===== config.mk =====
export PLATFORM = sky130hd
export DESIGN_NAME = uart_tx_ctrl
export DESIGN_NICKNAME = d
export VERILOG_FILES = /design/src/rtl/uart_pkg.sv /design/src/rtl/uart_tx_ctrl_parity.sv /design/src/rtl/uart_tx_ctrl.sv
export SDC_FILE = /design/constraint.sdc
export NUM_CORES = 1
export LEC_CHECK = 0
export CORE_ASPECT_RATIO = 0.8
export CORE_MARGIN = 4
export CORE_UTILIZATION = 59
export CTS_BUF_LIST = sky130_fd_sc_hd__clkbuf_16
export DETAILED_ROUTE_END_ITERATION = 12
export PLACE_DENSITY = 0.9
export SLEW_MARGIN = 5
export SYNTH_ARGS = -nofsm -noshare
export SYNTH_HDL_FRONTEND = slang
export SYNTH_HIERARCHICAL = 1
export SYNTH_SLANG_ARGS = --single-unit

===== constraint.sdc =====
create_clock -name clock -period 5.05 [get_ports clock]
set_clock_uncertainty 0.2 [all_clocks]
set_input_delay 1.515 -clock clock [delete_from_list [all_inputs] [get_ports clock]]
set_output_delay 1.515 -clock clock [all_outputs]
set_load 0.02 [all_outputs]

===== src/rtl/uart_pkg.sv =====
// Shared UART definitions: parity encodings, TX state encoding and helpers.
package uart_pkg;

  localparam logic [1:0] PARITY_NONE = 2'b00;
  localparam logic [1:0] PARITY_ODD  = 2'b01;
  localparam logic [1:0] PARITY_EVEN = 2'b10;

  typedef enum logic [2:0] {
    ST_IDLE   = 3'd0,
    ST_START  = 3'd1,
    ST_DATA   = 3'd2,
    ST_PARITY = 3'd3,
    ST_STOP1  = 3'd4,
    ST_STOP2  = 3'd5
  } tx_state_e;

  // 2'b11 is treated like PARITY_NONE: no parity slot in the frame.
  function automatic logic parity_enabled(input logic [1:0] ptype);
    return (ptype == PARITY_ODD) || (ptype == PARITY_EVEN);
  endfunction

endpackage


===== src/rtl/uart_tx_ctrl_parity.sv =====
// Parity generator: combinational parity bit for a byte under the given encoding.
module Parity
  import uart_pkg::*;
(
  input  logic       reset_n,
  input  logic [7:0] data,
  input  logic [1:0] parity_type,
  output logic       parity_bit
);

  always_comb begin
    parity_bit = 1'b0;
    if (reset_n && (parity_type != PARITY_NONE)) begin
      case (parity_type)
        PARITY_ODD:  parity_bit = ~^data;
        PARITY_EVEN: parity_bit = ^data;
        default:     parity_bit = 1'b0;
      endcase
    end
  end

endmodule


===== src/rtl/uart_tx_ctrl.sv =====
// UART transmit sequencer: start, 8 data bits LSB-first, optional parity, 1 or 2 stops.
module uart_tx_ctrl
  import uart_pkg::*;
#(
  parameter int CLKS_PER_BIT = 16
) (
  input  logic       clock,
  input  logic       reset_n,
  input  logic       send,
  input  logic [7:0] data_in,
  input  logic [1:0] parity_type,
  input  logic       stop_bits,
  output logic       tx,
  output logic       busy,
  output logic       done
);

  localparam int CW = $clog2(CLKS_PER_BIT);
  localparam logic [CW-1:0] CNT_MAX = CW'(CLKS_PER_BIT - 1);

  // Handshake: a request is taken on any edge where send=1 and busy=0 (state IDLE);
  // requests while busy are dropped, never queued. done pulses with busy falling.
  tx_state_e     state_q, state_d;
  logic [CW-1:0] cnt_q, cnt_d;
  logic [2:0]    idx_q, idx_d;
  logic [7:0]    shreg_q, shreg_d;
  logic [7:0]    data_q;
  logic [1:0]    ptype_q;
  logic          stop2_q;
  logic          accept, bit_end, parity_bit;
  logic          tx_d, busy_d, done_d;

  assign accept  = (state_q == ST_IDLE) && send;
  assign bit_end = (cnt_q == CNT_MAX);

  Parity u_parity (
    .reset_n     (reset_n),
    .data        (data_q),
    .parity_type (ptype_q),
    .parity_bit  (parity_bit)
  );

  always_ff @(posedge clock or negedge reset_n) begin
    if (!reset_n) state_q <= ST_IDLE;
    else          state_q <= state_d;
  end

  always_comb begin
    state_d = state_q;
    case (state_q)
      ST_IDLE:   if (send)    state_d = ST_START;
      ST_START:  if (bit_end) state_d = ST_DATA;
      ST_DATA:   if (bit_end && (idx_q == 3'd7))
                   state_d = parity_enabled(ptype_q) ? ST_PARITY : ST_STOP1;
      ST_PARITY: if (bit_end) state_d = ST_STOP1;
      ST_STOP1:  if (bit_end) state_d = stop2_q ? ST_STOP2 : ST_IDLE;
      ST_STOP2:  if (bit_end) state_d = ST_IDLE;
      default:   state_d = ST_IDLE;
    endcase
  end

  // Outputs are computed for the coming state so the registered tx lines up with it.
  always_comb begin
    tx_d   = 1'b1;
    busy_d = (state_d != ST_IDLE);
    done_d = (state_q != ST_IDLE) && (state_d == ST_IDLE);
    case (state_d)
      ST_START:  tx_d = 1'b0;
      ST_DATA:   tx_d = shreg_d[0];
      ST_PARITY: tx_d = parity_bit;
      default:   tx_d = 1'b1;
    endcase
  end

  always_ff @(posedge clock or negedge reset_n) begin
    if (!reset_n) begin
      tx   <= 1'b1;
      busy <= 1'b0;
      done <= 1'b0;
    end else begin
      tx   <= tx_d;
      busy <= busy_d;
      done <= done_d;
    end
  end

  always_comb begin
    cnt_d   = cnt_q + CW'(1);
    idx_d   = idx_q;
    shreg_d = shreg_q;
    if ((state_q == ST_IDLE) || bit_end) cnt_d = '0;
    if (accept) begin
      shreg_d = data_in;
    end else if ((state_q == ST_DATA) && bit_end) begin
      shreg_d = {1'b0, shreg_q[7:1]};
      idx_d   = idx_q + 3'd1;
    end
    if (state_q != ST_DATA) idx_d = '0;
  end

  always_ff @(posedge clock or negedge reset_n) begin
    if (!reset_n) begin
      cnt_q   <= '0;
      idx_q   <= '0;
      shreg_q <= '0;
      data_q  <= '0;
      ptype_q <= PARITY_NONE;
      stop2_q <= 1'b0;
    end else begin
      cnt_q   <= cnt_d;
      idx_q   <= idx_d;
      shreg_q <= shreg_d;
      if (accept) begin
        data_q  <= data_in;
        ptype_q <= parity_type;
        stop2_q <= stop_bits;
      end
    end
  end

endmodule

==> results of run 1 <==
cell usage in the layout (no fill, tap or decap), drive strengths merged, types with 2 or more instances in the layout:
cell type      instances
a21oi                  6
clkbuf                 5
clkdlybuf4s50         16
clkinv                 3
dfrtp                 31
ha                     3
inv                    4
mux2i                  8
nand2                 39
nand2b                 2
nand3                  3
nand3b                 3
nor2                   5
nor3                   5
nor3b                  3
nor4b                  2
o21ai                  9
xnor2                 10
synth_stat cells:
master     n  area share (%)
nand2_1   38             8.8
nor3b_4    1             1.2
o21ai_0    8             2.5
nand3b_1   3             1.4
inv_1      4            0.93
nor2_2     2            0.77
o221ai_2   1            0.93
a21oi_1    4             1.2
nor3_2     1            0.62
nor3_1     4             1.2
nand2b_1   2            0.77
dfrtp_1   31              48
dfstp_2    1             1.6
and3_1     1            0.39
nor4bb_1   1            0.62
buf_6      4             2.8
mux2i_1    8             5.0
or3b_4     1            0.70
nor3b_1    2            0.93
nand4b_4   1             1.5
o21ai_1    1            0.31
xnor2_1   10             5.4
ha_1       3             2.3
o21a_1     1            0.46
nor4b_4    2             2.9
nand3_1    3            0.93
nor2b_1    1            0.39
nor2_1     3            0.70
buf_2      2            0.62
nand2_2    1            0.39
and2_1     1            0.39
a31oi_1    1            0.39
xor2_1     1            0.54
a21oi_2    2             1.1
or3_1      1            0.39
or4b_4     1            0.85
through the flow:
step	area [µm²]	cells	total power, W	hold slack [ns]	setup slack (ns)
after floorplan	1620	152	0.000295	0.240	2.46
after detailed placement	1770	199	0.000317	0.277	1.52
final	1910	207	0.000594	0.277	1.81
after CTS	1910	207	0.000601	0.284	1.81
after global placement	1770	199	0.000315	0.259	1.62
after global routing	1910	207	0.000612	0.311	1.62
power by group:
part / internal [W] / switching [W] / total (W)
logic: 0.0000232 / 0.0000188 / 0.0000420
registers: 0.000265 / 0.00000531 / 0.000271
clock network: 0.000178 / 0.000103 / 0.000282
total: 0.000467 / 0.000127 / 0.000594
cell type report:
cell class	count	area share, %
clock buffer	5	6.54
clock inverter	3	0.720
inverter	4	0.785
multi-input combinational	110	38.9
sequential	32	42.0
tap	36	2.36
timing repair buffer	17	8.77
critical path, delay by kind of cell:
kind                   cells  cell delay (ns)
AO/OA/AOI/OAI              3             0.48
buffers and inverters      1             0.51
AND/OR/NAND/NOR            2             0.73
registers in the layout, summed over array words and instances (netlist names):
name	cells
ptype_q	2
idx_q	3
stop2_q	1
data_q	8
busy	1
tx	1
state_q	3
cnt_q	4
shreg_q	8
done	1
how the worst max path moves through the flow:
| stage | startpoint | slack (ns) | to | cells after the start |
|---|---|---|---|---|
| after floorplan | send | 2.46 | tx | 5 |
| after global placement | send | 1.62 | tx | 6 |
| after detailed placement | send | 1.52 | tx | 6 |
| after CTS | send | 1.81 | tx | 6 |
| after global routing | send | 1.62 | tx | 6 |
| final | send | 1.81 | tx | 6 |
cell families (layout without fill, tap and decap cells):
group	after synthesis	after routing	synth area share, %
AO/OA/AOI/OAI	18	18	6.89
XOR/XNOR	11	11	5.96
adder cells (fa/ha/maj)	3	3	2.32
buffers and inverters	10	29	4.34
flip-flops	32	32	49.7
multiplexers	8	8	4.96
AND/OR/NAND/NOR	70	70	25.9
layer usage:
| metal | wire, µm | GRT usage [%] | vias up |
|---|---|---|---|
| li1 | - | - | 552 |
| met1 | 1380 | 24.3 | 555 |
| met2 | 1510 | 33.9 | 41 |
| met3 | 140 | 5.54 | 11 |
| met4 | 89 | 12.8 | 0 |
| met5 | 0 | 0 | - |
==> flow_metrics.env, run 1 <==
export IMPL_grt_first_pass_wirelength_um=5270
export IMPL_status="completed"
export IMPL_cts_buffer_depth=2
export IMPL_chipHeight_um=54.8
export IMPL_utilization_pct=75.8
export IMPL_syn_inst=152
export IMPL_tritoncts="built"
export IMPL_start_util_pct=64.0
export IMPL_hold_depth=1
export IMPL_postRouteAntennaNets=0
export IMPL_clkTransAtPathRegs_ns=0.05
export IMPL_required_ns=5.06
export IMPL_maxCapViolCount=0
export IMPL_crit_path_end_kind="flop"
export IMPL_grtUsageTotal_pct=20.6
export IMPL_slew_headroom_pct=47.6
export IMPL_hp_class="flop to flop"
export IMPL_drt_total_wl_um=3120
export IMPL_clkSinkCount=32
export IMPL_max_freq_mhz=309
export IMPL_drt_iter0_markers=57
export IMPL_dieArea_um2=3640
export IMPL_grt_pass1_vias=1130
export IMPL_finalMaxSlewViolations=0
export IMPL_routedWlPerCell_um=15.1
export IMPL_grt_max_degree=35
export IMPL_routed_via_density=5.60
export IMPL_grt_overflow_total=0
export IMPL_ys_warn_count=6
export IMPL_pwr_density_cell_nw_per_um2=311
export IMPL_rr_endpoint="done"
export IMPL_ys_seq_area_share_pct=49.7
export IMPL_syn2layout_area_growth_pct=18.4
export IMPL_startpoint_type="primary input"
export IMPL_min_from="cnt_q[0]"
export IMPL_postCtsSetupBuffers=0
export IMPL_worst_path_max_fanout=18
export IMPL_antenna_found_initial=0
export IMPL_seqCellArea_um2=802
export IMPL_rsz0062_at_grt="no"
export IMPL_final_hold_violation_count=0
export IMPL_ios=17
export IMPL_synth_distinct_cells=36
export IMPL_power_leakage_nw=0.867
export IMPL_drive_gt1_share_pct=12.9
export IMPL_multi_input_area_um2=743
export IMPL_cts_root_buf="clkbuf_16"
export IMPL_synth_nets=169
export IMPL_crit_path_cell_trace="clkdlybuf4s50_1 > nor4b_4 > a31oi_1 > a21oi_2 > nor3_1 > o21ai_1"
export IMPL_std_cell_rows=16
export IMPL_syn_cell_area_um2=1620
export IMPL_hpwl_um=2180
export IMPL_cts_resized_gates=0
export IMPL_max_slew_worst_pin_slew_ns=0.782
export IMPL_first_pass_iters=4
export IMPL_final_nets=187
export IMPL_post_route_period_util_pct=64.1
export IMPL_worstPathArrival_ns=3.24
export IMPL_drc=0
export IMPL_syn_area_per_cell_um2=10.6
export IMPL_ys_seq_elements=32
export IMPL_clk_latency_ns=0.28
export IMPL_die_w_um=66.5
export IMPL_diodes=0
export IMPL_finalWeightedCongestion=0.845
export IMPL_n_fill_cell=177
export IMPL_hold_buffers=0
export IMPL_vias=1159
export IMPL_cts_max_level=2
export IMPL_setup_viol=0
export IMPL_reg2reg_depth=6
export IMPL_hold_end="cnt_q[0]"
export IMPL_vdd_drop_max_v=0.000266
export IMPL_io_buffers=16
export IMPL_fin_setup_tns_ns=0
export IMPL_path_class="primary input to flop"
export IMPL_r2r_slack_ns=2.80
export IMPL_critPathSlowestCell="nor4b_4"
export IMPL_cts_buffers=5
export IMPL_timing_rr_start="cnt_q[0]"
export IMPL_cp_slowest_stage_delay_ns=0.67
export IMPL_fin_crit_ns=3.24
export IMPL_core_um2=2520
Note: power is estimated with default switching activity, not from simulation.
==> inputs of run 2 (changes only) <==
CORE_UTILIZATION = 55   (was 59)
PLACE_DENSITY = 0.85   (was 0.9)
clock period = 3.3 ns   (was 5.05 ns; I/O delays follow)
==> run 2 against run 1 <==
Wire length grew 2.7%. Highest routed layer unchanged. Sequential cell count is the same. Critical endpoint is now tx. Cell area grew 2.2%. First-iteration DRC count grew to 2.6 times the previous value. Count of clock-buffer cells in the layout is the same. Cell count grew 1.9%. Hold slack gained 0.0040 ns. Clock power grew 80%. Sequential power grew 53%. Utilization shrank 5.7 points. Critical path type is now flop to output port. Sequential share of layout area shrank 0.91 points.
==> flow_metrics.env, run 2 (synthesis gave the netlist of run 1 again) <==
export IMPL_path_delay_family="buffers and inverters"
export IMPL_first_pass_iters=4
export IMPL_hpwl_um=2270
export IMPL_vdd_drop_max_v=0.000335
export IMPL_antenna_found_initial=0
export IMPL_fin_cells=211
export IMPL_final_hold_violation_count=0
export IMPL_whs_ns=0.281
export IMPL_routedWlPerCell_um=15.2
export IMPL_hp_class="flop to flop"
export IMPL_grtUsageTotal_pct=19.0
export IMPL_cts_buffers=5
export IMPL_grt_max_degree=18
export IMPL_drive_gt1_share_pct=13.9
export IMPL_clkSinkCount=32
export IMPL_pwr_density_cell_nw_per_um2=506
export IMPL_largest_registers="data_q (8), shreg_q (8), cnt_q (4)"
export IMPL_path_class="flop to output port"
export IMPL_drt_iter0_markers=150
export IMPL_maxCapViolCount=0
export IMPL_syn2layout_area_growth_pct=21.0
export IMPL_core_um2=2790
export IMPL_final_nets=189
export IMPL_cts_max_level=2
export IMPL_setup_worst_path_start="tx"
export IMPL_diodes=0
export IMPL_final_common_cell="nand2_1"
export IMPL_critical_path_buf_inv_count=1
export IMPL_tritoncts="built"
export IMPL_worst_path_max_fanout=1
export IMPL_cts_resized_gates=0
export IMPL_setup_viol=0
export IMPL_min_from="cnt_q[0]"
export IMPL_max_freq_mhz=391
export IMPL_worstPathArrival_ns=1.37
export IMPL_vias=1163
export IMPL_grt_pass1_vias=1210
export IMPL_io_buffers=16
export IMPL_rsz0062_at_grt="no"
export IMPL_finalMaxSlewViolations=0
export IMPL_cts_root_buf="clkbuf_16"
export IMPL_chipHeight_um=56.5
export IMPL_rr_endpoint="done"
export IMPL_cp_slowest_stage_delay_ns=0.59
export IMPL_r2r_slack_ns=1.05
export IMPL_post_route_period_util_pct=77.6
export IMPL_timing_rr_start="cnt_q[0]"
export IMPL_drt_total_wl_um=3200
export IMPL_grt_overflow_total=0
export IMPL_crit_path_cell_trace="clkdlybuf4s50_1"
export IMPL_postRouteAntennaNets=0
export IMPL_pre_cts_slack_ns=0.546
export IMPL_critPathSlowestCell="clkdlybuf4s50_1"
export IMPL_worstSetupPathDepth=1
export IMPL_std_cell_rows=17
export IMPL_layout_setup_ws_ns=0.740
export IMPL_cts_buffer_depth=2
export IMPL_clk_latency_ns=0.27
export IMPL_final_cell_mix="38 x nand2_1, 31 x dfrtp_1, 16 x clkdlybuf4s50_1"
export IMPL_status="completed"
export IMPL_slew_headroom_pct=59.4
export IMPL_grt_first_pass_wirelength_um=5390
export IMPL_fin_crit_ns=2.56
export IMPL_dp_cells=203
export IMPL_required_ns=2.11
export IMPL_dieArea_um2=3870
export IMPL_finalWeightedCongestion=0.870
export IMPL_reg2reg_depth=6
export IMPL_fin_setup_tns_ns=0
export IMPL_start_util_pct=58.0
export IMPL_ios=17
export IMPL_crit_path_end_kind="output port"
export IMPL_routed_via_density=5.51
export IMPL_startpoint_type="flop"
export IMPL_crit_path_end="tx"
export IMPL_utilization_pct=70.1
export IMPL_hold_buffers=0
export IMPL_max_slew_worst_pin_slew_ns=0.604
export IMPL_power_leakage_nw=0.891
export IMPL_drc=0
export IMPL_die_w_um=68.6
export IMPL_postCtsSetupBuffers=0
export IMPL_clkTransAtPathRegs_ns=0.05
[run 2: how the worst min path moves through the flow]
stage | to | slack [ns] | cells after the start
final | cnt_q[0] | 0.28 | 1
after global routing | cnt_q[0] | 0.29 | 1
after CTS | cnt_q[0] | 0.28 | 1
after detailed placement | cnt_q[0] | 0.27 | 1
after global placement | cnt_q[0] | 0.25 | 1
after floorplan | cnt_q[0] | 0.24 | 1
[run 2: final cells by class]
cell class                      instances  area (µm²)
Clock buffer                            5         125
Clock inverter                          3        38.8
Fill cell                             213         832
Inverter                                4        15.0
Multi-Input combinational cell        110         743
Sequential cell                        32         802
Tap cell                               38        47.5
Timing Repair Buffer                   19         183
[run 2: per-layer routing]
layer	global-route usage (%)	part of all wire (%)
met2	30.2	51
met3	5.20	6.2
met5	0	0
met4	7.37	2.2
met1	24.2	40
[run 2: per-stage QoR]
stage / area (µm²) / power [W]
6_report: 1950 / 0.000988
5_1_grt: 1950 / 0.00102
4_1_cts: 1950 / 0.000994
3_5_place_dp: 1790 / 0.000486
3_3_place_gp: 1790 / 0.000483
2_1_floorplan: 1620 / 0.000451
[run 2: report_power, final]
part           internal [W]  switching (W)  total (W)
registers          0.000406     0.00000892   0.000415
logic             0.0000362      0.0000287  0.0000649
clock network      0.000351       0.000157   0.000508
[run 2: worst reg2reg max path: cells and delay by family (launching register included)]
family,cells,cell delay [ns]
compound gates,1,0.36
fa+ha+maj,1,0.22
flops,1,0.37
simple gates,4,0.99
==> inputs of run 3 (changes only) <==
clock period = 2.44 ns   (was 3.3 ns; I/O delays follow)
==> run 3 against run 2 <==
Sequential power rose by 35%. Die area unchanged. First-iteration DRC count shrank 57%. Register-to-register slack worse by 0.68 ns. Power grew 24%. Count of clock-buffer cells in the layout stayed put. Highest routed layer unchanged.
==> flow_metrics.env, run 3 (synthesis gave the netlist of run 1 again) <==
export IMPL_critPathSlowestCell="clkdlybuf4s50_1"
export IMPL_chipHeight_um=56.5
export IMPL_dieArea_um2=3870
export IMPL_final_cell_area_um2=1950
export IMPL_drt_iter0_markers=64
export IMPL_start_util_pct=58.0
export IMPL_finalWeightedCongestion=0.857
export IMPL_max_freq_mhz=434
export IMPL_drc=0
export IMPL_io_buffers=16
export IMPL_hold_buffers=0
export IMPL_grt_pass1_vias=1131
export IMPL_routedWlPerCell_um=13.9
export IMPL_post_route_period_util_pct=94.3
export IMPL_final_common_cell="nand2_1"
export IMPL_setup_viol=0
export IMPL_postCtsSetupBuffers=0
export IMPL_dpl_cell_area_um2=1810
export IMPL_maxCapViolCount=0
export IMPL_fin_setup_tns_ns=0
export IMPL_vias=1133
export IMPL_utilization_pct=70.0
export IMPL_startpoint_type="flop"
export IMPL_cts_buffers=5
export IMPL_vdd_drop_max_v=0.000444
export IMPL_first_pass_iters=4
export IMPL_required_ns=1.51
export IMPL_drive_gt1_share_pct=15.3
export IMPL_hp_class="flop to flop"
export IMPL_std_cell_rows=17
export IMPL_cts_max_level=2
export IMPL_status="completed"
export IMPL_crit_path_cell_trace="clkdlybuf4s50_1"
export IMPL_diodes=0
export IMPL_fin_crit_ns=2.30
export IMPL_clk_latency_ns=0.28
export IMPL_grt_overflow_total=0
export IMPL_worst_path_max_fanout=1
export IMPL_cts_root_buf="clkbuf_16"
export IMPL_pwr_density_cell_nw_per_um2=628
export IMPL_syn2layout_area_growth_pct=20.8
export IMPL_ios=17
export IMPL_clkSinkCount=32
export IMPL_cts_buffer_depth=2
export IMPL_power_leakage_nw=0.889
export IMPL_path_delay_family="buffers and inverters"
export IMPL_slew_headroom_pct=58.0
export IMPL_cts_resized_gates=0
export IMPL_drt_total_wl_um=2970
export IMPL_worstPathArrival_ns=1.37
export IMPL_rsz0062_at_grt="no"
export IMPL_antenna_found_initial=0
export IMPL_clkTransAtPathRegs_ns=0.05
export IMPL_crit_path_end_kind="output port"
export IMPL_final_nets=192
export IMPL_final_cell_mix="38 x nand2_1, 31 x dfrtp_1, 16 x clkdlybuf4s50_1"
export IMPL_max_slew_worst_pin_slew_ns=0.624
export IMPL_final_hold_violation_count=0
export IMPL_grt_max_degree=26
export IMPL_cp_slowest_stage_delay_ns=0.59
export IMPL_tritoncts="built"
export IMPL_grtUsageTotal_pct=17.6
export IMPL_core_um2=2790
export IMPL_grt_first_pass_wirelength_um=4920
export IMPL_largest_registers="data_q (8), shreg_q (8), cnt_q (4)"
export IMPL_critical_path_buf_inv_count=1
export IMPL_routed_via_density=5.29
export IMPL_path_class="flop to output port"
export IMPL_hpwl_um=2190
export IMPL_die_w_um=68.6
export IMPL_finalMaxSlewViolations=0
export IMPL_postRouteAntennaNets=0
## run 3: cell count changes in the layout (fill, tap and decap cells not counted)
cell,change
buf_4,+3
bufinv_16,-1
inv_1,-1
clkinv_2,+1
clkinv_1,+1
## run 3: through the flow
stage	worst slack (ns)	std cells	power, W	hold slack, ns
floorplan	0.635	152	0.000610	0.236
global placement	0.0833	206	0.000653	0.254
detailed placement	0.0368	206	0.000657	0.276
CTS	0.127	214	0.00124	0.282
global route	0.112	214	0.00127	0.300
finish	0.138	214	0.00123	0.284
## run 3: area by class of cell
type,instances,area (µm²)
multi-input cells,110,743
clock buffers,5,125
flip-flops and latches,32,802
fillers,191,835
repair buffers,22,205
well taps,38,47.5
inverters,4,15.0
clock inverters,3,13.8
## run 3: routing by layer
| layer | up-vias | global-route usage (%) | wire length (µm) |
|---|---|---|---|
| met3 | 4 | 7.80 | 176 |
| met5 | - | 0 | 0 |
| met1 | 543 | 21.0 | 1310 |
| met2 | 26 | 27.5 | 1470 |
| li1 | 560 | - | - |
| met4 | 0 | 6.80 | 21 |
## run 3: worst paths after layout
kind | startpoint | to | slack [ns] | cells after the start
min | cnt_q[0] | cnt_q[0] | 0.28 | 1
max | tx | tx | 0.14 | 1
min in group asynchronous | reset_n | ptype_q[1] | 0.64 | 2
min reg2reg | cnt_q[0] | cnt_q[0] | 0.28 | 1
max reg2reg | cnt_q[0] | done | 0.37 | 6
max in group asynchronous | reset_n | tx | 1.02 | 2
## run 3: report_power, final
part / leakage, nW / internal, W / total [W] / switching [W]
registers: 0.396 / 0.000549 / 0.000560 / 0.0000109
clock network: 0.0710 / 0.000369 / 0.000577 / 0.000208
logic: 0.422 / 0.0000490 / 0.0000883 / 0.0000393
total: 0.889 / 0.000967 / 0.00123 / 0.000258
